<file path="config.mk">
export PLATFORM = sky130hd
export DESIGN_NAME = fetch_queue
export DESIGN_NICKNAME = d
export VERILOG_FILES = /design/src/rtl/fetch_queue_pkg.sv /design/src/rtl/fetch_fifo.sv /design/src/rtl/fetch_queue.sv
export SDC_FILE = /design/constraint.sdc
export NUM_CORES = 1
export LEC_CHECK = 0
export CORE_AREA = 2 2 155 157
export DETAILED_ROUTE_END_ITERATION = 6
export DIE_AREA = 0 0 157 159
export HOLD_SLACK_MARGIN = 0.05
export PLACE_DENSITY_LB_ADDON = 0.25
export SETUP_SLACK_MARGIN = 0.05
export SYNTH_ARGS = -nofsm -noshare
export SYNTH_HDL_FRONTEND = slang
export SYNTH_SLANG_ARGS = --single-unit
</file>
<file path="constraint.sdc">
create_clock -name clk -period 7.7 [get_ports clk]
set_input_delay 1.54 -clock clk [delete_from_list [all_inputs] [get_ports clk]]
set_output_delay 1.54 -clock clk [all_outputs]
set_load 0.01 [all_outputs]
</file>
<file path="src/rtl/fetch_queue_pkg.sv">
// Shared constants for the instruction-fetch front end.
package fetch_queue_pkg;
  localparam int               XLEN         = 32;
  localparam logic [XLEN-1:0]  NOP_INSTR    = 32'h0000_0013;  // addi x0,x0,0
  localparam logic [XLEN-1:0]  RESET_PC_DEF = 32'h0000_0000;
endpackage

</file>
<file path="src/rtl/fetch_fifo.sv">
// Synchronous FIFO with flush; head entry presented from registered storage.
module fetch_fifo #(
  parameter int W     = 64,
  parameter int DEPTH = 4
) (
  input  logic                       clk,
  input  logic                       rst_n,
  input  logic                       push,
  input  logic                       pop,
  input  logic                       flush,
  input  logic [W-1:0]               wdata,
  output logic [$clog2(DEPTH+1)-1:0] count,
  output logic                       head_valid,
  output logic [W-1:0]               head_data
);
  localparam int PW = $clog2(DEPTH);
  localparam int CW = $clog2(DEPTH+1);

  logic [W-1:0]  mem_q [DEPTH];
  logic [PW-1:0] rd_ptr_q, rd_ptr_d, wr_ptr_q, wr_ptr_d;
  logic [CW-1:0] count_q, count_d;
  logic          wr_en, rd_en;

  // Pointer/count update; flush wins over any push or pop in the same cycle.
  always_comb begin
    wr_en    = push & ~flush;
    rd_en    = pop & ~flush & (count_q != '0);
    rd_ptr_d = rd_ptr_q;
    wr_ptr_d = wr_ptr_q;
    count_d  = count_q;
    if (flush) begin
      rd_ptr_d = '0;
      wr_ptr_d = '0;
      count_d  = '0;
    end else begin
      if (wr_en) wr_ptr_d = wr_ptr_q + 1'b1;  // natural wrap, DEPTH is 2^n
      if (rd_en) rd_ptr_d = rd_ptr_q + 1'b1;
      count_d = count_q + CW'(wr_en) - CW'(rd_en);
    end
  end

  // Control state registers.
  always_ff @(posedge clk or negedge rst_n) begin
    if (!rst_n) begin
      rd_ptr_q <= '0;
      wr_ptr_q <= '0;
      count_q  <= '0;
    end else begin
      rd_ptr_q <= rd_ptr_d;
      wr_ptr_q <= wr_ptr_d;
      count_q  <= count_d;
    end
  end

  // Entry storage; contents are don't-care until counted as valid.
  always_ff @(posedge clk) begin
    if (wr_en) mem_q[wr_ptr_q] <= wdata;
  end

  assign count      = count_q;
  assign head_valid = (count_q != '0);
  assign head_data  = mem_q[rd_ptr_q];

  // The issue credit scheme must never let a response land in a full queue.
  a_no_overflow: assert property (@(posedge clk) disable iff (!rst_n)
    !(wr_en && count_q == CW'(DEPTH)));
endmodule

</file>
<file path="src/rtl/fetch_queue.sv">
// IF front end: issues BRAM reads under a credit limit and queues {pc,instr}
// for decode; an EX redirect flushes the queue and the in-flight read.
module fetch_queue #(
  parameter int              XLEN     = fetch_queue_pkg::XLEN,
  parameter int              DEPTH    = 4,
  parameter logic [XLEN-1:0] RESET_PC = fetch_queue_pkg::RESET_PC_DEF
) (
  input  logic                       clk,
  input  logic                       rst_n,
  output logic                       imem_en,
  output logic [XLEN-1:0]            imem_addr,
  input  logic [XLEN-1:0]            imem_rdata,
  input  logic                       redirect_valid,
  input  logic [XLEN-1:0]            redirect_pc,
  input  logic                       id_ready,
  output logic                       id_valid,
  output logic [XLEN-1:0]            id_instr,
  output logic [XLEN-1:0]            id_pc,
  output logic [$clog2(DEPTH+1)-1:0] q_count
);
  import fetch_queue_pkg::*;

  localparam int              CW  = $clog2(DEPTH+1);
  localparam logic [XLEN-1:0] NOP = XLEN'(NOP_INSTR);

  logic [XLEN-1:0]   fetch_pc_q, fetch_pc_d;
  logic [XLEN-1:0]   resp_pc_q, resp_pc_d;
  logic              pending_q, pending_d;
  logic [CW-1:0]     count;
  logic [CW:0]       inflight;
  logic              credit, issue, push, pop, head_vld;
  logic [2*XLEN-1:0] head;

  // Issue decision and next fetch state. Credits use registered count only,
  // so a pop this cycle frees a slot one cycle later. Issue is held off while
  // reset is asserted so imem_en reads 0 during reset.
  always_comb begin
    inflight   = {1'b0, count} + {{CW{1'b0}}, pending_q};
    credit     = inflight < (CW+1)'(DEPTH);
    imem_addr  = redirect_valid ? {redirect_pc[XLEN-1:2], 2'b00} : fetch_pc_q;
    issue      = rst_n & (redirect_valid | credit);
    imem_en    = issue;
    fetch_pc_d = issue ? imem_addr + XLEN'(4) : fetch_pc_q;
    resp_pc_d  = issue ? imem_addr : resp_pc_q;
    pending_d  = issue;
    // A redirect kills the response of the previous cycle's read and any pop.
    push       = pending_q & ~redirect_valid;
    pop        = head_vld & id_ready & ~redirect_valid;
  end

  // Fetch PC and in-flight read tracking.
  always_ff @(posedge clk or negedge rst_n) begin
    if (!rst_n) begin
      fetch_pc_q <= RESET_PC;
      resp_pc_q  <= '0;
      pending_q  <= 1'b0;
    end else begin
      fetch_pc_q <= fetch_pc_d;
      resp_pc_q  <= resp_pc_d;
      pending_q  <= pending_d;
    end
  end

  fetch_fifo #(.W(2*XLEN), .DEPTH(DEPTH)) u_fifo (
    .clk       (clk),
    .rst_n     (rst_n),
    .push      (push),
    .pop       (pop),
    .flush     (redirect_valid),
    .wdata     ({resp_pc_q, imem_rdata}),
    .count     (count),
    .head_valid(head_vld),
    .head_data (head)
  );

  // Present NOP/0 to decode whenever the queue is empty.
  always_comb begin
    id_valid = head_vld;
    id_instr = head_vld ? head[XLEN-1:0]      : NOP;
    id_pc    = head_vld ? head[2*XLEN-1:XLEN] : '0;
    q_count  = count;
  end
endmodule
</file>
### After elaboration in Yosys (flattened, before gate mapping)

Memories as Yosys holds them, arrays and structs flattened.
Index checks and enable logic that the tools add are counted.

* $add $sub $neg: 6
* $lt $le $gt $ge: 1
* multiplexer cells: 10
* bitwise operators: 9
* reductions and logical operators: 3

Operator list (number)
* $mux 32: 3
* $add 32x3->32 const B: 1
* $mux 2: 4
* $and 1x1->1: 7
* $add 2x1->2 const B: 2
* $add 3x1->4: 1
* $lt 4x3->1 const B: 1
* $reduce_bool 2->1: 2
* $add 3x1->3: 1
* $mux 3: 1
* $reduce_bool 3->1: 1
* $sub 3x1->3: 1
* $mux 1: 2
* $not 1->1: 1
* $or 1x1->1: 1

* flip-flop bits (word level): 72
* bits in writable memories: 256
* input bits: 68
* output and inout port bits: 101
* logic and storage cells: 36
* memories kept: 1

Memory list
* u_fifo.mem_q: depth 4, width 64, read ports 1, clocked after memory_dff 0, write ports 1, RTL line fetch_fifo.sv:19 `logic [W-1:0] mem_q [DEPTH];`

### Longest topological paths before layout

* word-level depth: 7
* depth in mapped cells: 13
* mapped depth without buffers: 12

### Modules after synthesis

From an unflattened synthesis, not the netlist that was laid out.

* cells, all modules: 828
* area total of the unflattened synthesis: 13673.1 µm²

By module, submodules not included
* fetch_fifo: instances 1, cells each 378, area an instance 9730.6 µm², sequential area each 7862.5 µm²
* fetch_queue: instances 1, cells each 450, area an instance 3942.5 µm², sequential area each 1576.5 µm²

### Worst setup path after synthesis

OpenSTA, ideal clock, no wires.

* path type: input to register
* start point: input redirect_valid
* end point: memory u_fifo.mem_q[0][0] (enable)
* setup time: 429 ps
* data arrival time: 3938 ps
* required time: 7271 ps
* setup slack: 3333 ps
* stages: 6
* path buffers: 4
* path through: buf_6 > buf_2 > buf_2 > buf_1 > nor2b_1 > and2_1

* word-level cells in the longest chain between the ends: 5

Ends and longest elaborated chain
* from (decl): RTL line fetch_queue.sv:13 `input logic redirect_valid,`
* $not 1->1 *: RTL line fetch_fifo.sv:26, fetch_queue.sv:47
* $and 1x1->1: RTL line fetch_queue.sv:47 `push = pending_q & ~redirect_valid;`
* $and 1x1->1 *: RTL line fetch_fifo.sv:26 `wr_en = push & ~flush;`
* $mux 1 *: RTL line fetch_fifo.sv:57 `if (wr_en) mem_q[wr_ptr_q] <= wdata;`
* $mux 1 (implied by the code) *: RTL line fetch_fifo.sv:57
* to (decl): RTL line fetch_fifo.sv:19

Every way passes the cells marked *; elsewhere a longest branch is shown, timed or not.

### Final worst setup path

* start point: input redirect_valid
* end point: output imem_en

* word-level cells in the longest chain between the ends: 2

Ends and longest elaborated chain
* $or 1x1->1: RTL line fetch_queue.sv:41 `issue = rst_n & (redirect_valid | credit);`
* $and 1x1->1: RTL line fetch_queue.sv:41
* to (decl): RTL line fetch_queue.sv:10 `output logic imem_en,`

No other way between the ends.

==> out/summary.txt <==
Synth Warn # -> 0
All-Layer GR Usage -> 22.8%
Post-cts resize count -> 0
Total grt overflow -> 0
DRC Markers -> 0
Status -> finished clean
H-tree level count -> 2
Most used DFF post-synth -> edfxtp_1
Min Hold Slack -> 0.479 ns
Setup_tns -> 0 ns
WP data arrival -> 3.93 ns
Clock power frac -> 31.9%
Final hold vios -> 0
Initial Utilization -> 59.0%
Drt wl/cell -> 20.3 um
Drt pass-1 iters -> 5
Worst skew pair latency -> 0.50 ns
Worst setup EP type -> output port
WS Path Type -> in -> out
Syn Inst Count -> 866
Max Root-Sink Buffers -> 3
Routed wire length -> 27.8 mm
Post-CTS Setup Inserts -> 0
Yosys top cell by area -> edfxtp_1
Hold buffers post-CTS -> 0
GPL Wtd Cong -> 0.854
Part of the power in combinational logic -> 23.9%
Initial antenna violation count -> 0
Post-DP Area -> 15600 um2
Final Cycle Share -> 71.1%
RSZ-0062 raised after global routing -> false
Remaining antenna violation count -> 0
Slew at the pin with the worst max-slew slack -> 1.03 ns
Cell Area, Synth -> 13700 um2
Max-cap viol count -> 0
Power Internal -> 3.76 mW
Hold WC Path Type -> reg -> reg
Ports -> 169
Largest cells by area after synthesis -> edfxtp_1 56%, dfrtp_1 13%, mux4_2 11%
Net Sw Power -> 1.37 mW
Overall Power -> 5.12 mW
Post-Syn Nets -> 943
Distinct cells, synth -> 49
Commonest cells post-synth -> 256 x edfxtp_1, 93 x nand2_1, 70 x dfrtp_1, 66 x and2_1, 64 x mux4_2
Max Slew Vio Count -> 0
1st-iter DRT viols -> 551
Clock sink total -> 326
Net Sw Frac -> 26.7%
Cell Rows -> 56
Die height -> 159 um
Seq/Total Area, Yosys -> 69.0%
CTS tree -> done
Static leakage -> 5.91 nW
Ys async rst share -> 21.5%
Largest net degree at the start of global routing -> 103
Worst VDD drop -> 176 uV
PortBufs -> 166
Vias/cell -> 5.81
Vias in the first global route -> 8061
Die Span X -> 157 um
Fin crit period -> 5.47 ns
Layout area overhead -> 22.5%
Die area -> 25000 um2
First-pass GRT wire length -> 43.9 mm
Reg power frac -> 44.2%
Worst Path Max Fanout -> 52
Antenna Cells -> 0
Layout cells sized above 1 -> 13.8%
Crit start category -> input port
CP required -> 6.16 ns
Vias -> 7978
Synth top area share -> 56.2%
Clock root buffer -> clkbuf_16
DP HPWL -> 16.5 mm
CTS buffer count -> 34
Final setup fails -> 0
Cell with the most instances after synthesis -> edfxtp_1
Worst slew margin -> 31.2%
Power Dens Cells -> 306 nW/um2
CTS clk-pin slew, worst paths -> 0.06 ns
Setup Skew -> 0.0146 ns
Core Area -> 23200 um2
Mean cell area of the mapped netlist -> 15.8 um2
Finished Cell Area -> 16800 um2
Fmax -> 183 MHz
Final nets -> 1107
Post-synth EDFFs -> 256
#FFs+latches synth -> 326
path summary, 6_finish.rpt:
check	start	end	slack (ns)	depth (start not counted)
hold reg to reg	fetch_pc_q[28]$_DFFE_PN0P_	fetch_pc_q[28]$_DFFE_PN0P_	0.48	2
setup / recovery	redirect_valid	imem_en	2.23	5
setup reg to reg	u_fifo.count[1]$_DFF_PN0_	u_fifo.count[2]$_DFF_PN0_	4.67	12
hold / removal	fetch_pc_q[28]$_DFFE_PN0P_	fetch_pc_q[28]$_DFFE_PN0P_	0.48	2
max in group asynchronous	rst_n	u_fifo.rd_ptr_q[0]$_DFFE_PN0P_	5.75	2
min in group asynchronous	rst_n	resp_pc_q[14]$_DFFE_PN0P_	1.02	1
per-stage QoR:
step | util (%) | std cells | setup WS, ns
after floorplan | - | 866 | 3.33
after global placement | 67.4 | 1313 | 2.27
after detailed placement | 67.4 | 1313 | 2.27
after CTS | 72.3 | 1374 | 2.25
after global routing | 72.3 | 1374 | 2.06
final | 72.3 | 1374 | 2.23
state kept, by name, indices dropped and copies added, names as in the netlist:
name / cells
pending_q: 1
resp_pc_q: 30
u_fifo.count: 3
u_fifo.rd_ptr_q: 2
u_fifo.wr_ptr_q: 2
u_fifo.mem_q: 256
fetch_pc_q: 32
cell usage in the layout, fill, tap and decap left out, types with 5 or more instances in the layout:
master,n
o31ai_1,8
mux2_2,7
nand3_1,25
clkbuf_8,5
ha_1,8
o21ai_1,15
nor2_1,20
nand3b_1,13
clkdlybuf4s50_1,164
nand2_1,93
nand4_1,13
xnor2_1,15
mux4_2,64
inv_1,28
dfrtp_1,68
clkbuf_1,5
clkinv_1,5
buf_4,7
clkbuf_16,37
mux2i_1,22
edfxtp_1,256
nor3_1,5
and2_1,62
a22oi_1,8
o21ai_0,21
kinds of logic (layout without fill, tap and decap cells):
family / after synthesis / in the layout / share of synthesized area [%]
flip-flops: 326 / 326 / 69.0
buffers and inverters: 73 / 262 / 2.18
adder cells (fa/ha/maj): 9 / 9 / 0.877
XOR/XNOR: 17 / 17 / 1.09
AND/OR/NAND/NOR: 264 / 264 / 10.2
multiplexers: 93 / 93 / 12.7
AO/OA/AOI/OAI: 84 / 84 / 4.03
layout make-up:
cell class | instances | area [um2]
inverter | 29 | 109
sequential | 326 | 9440
timing repair buffer | 172 | 1700
tap | 319 | 399
fill | 1458 | 6430
clock buffer | 47 | 1010
clock inverter | 14 | 126
multi-input combinational | 467 | 3970
power by group through the flow:
| stage | Sequential (mW) | Combinational [mW] | Clock, mW |
|---|---|---|---|
| 6_report | 2.27 | 1.22 | 1.64 |
| 5_1_grt | 2.30 | 1.32 | 1.73 |
| 4_1_cts | 2.27 | 1.24 | 1.66 |
| 3_3_place_gp | 2.29 | 1.21 | 0 |
| 3_5_place_dp | 2.30 | 1.23 | 0 |
| 2_1_floorplan | 2.20 | 0.726 | 0 |
routing by layer:
metal	up-vias	part of all wire, %	track usage [%]
met5	-	0	0
met4	0	1.6	5.50
met3	38	7.1	3.86
met2	322	49	37.2
met1	3990	42	32.6
li1	3628	-	-
critical path, stage by stage:
cell and delay, ns:
buf_2 0.71, or2_0 0.28, o21ai_4 0.08, inv_1 0.60
clkdlybuf4s50_1 0.68
Note: power is estimated with default switching activity, not from simulation.
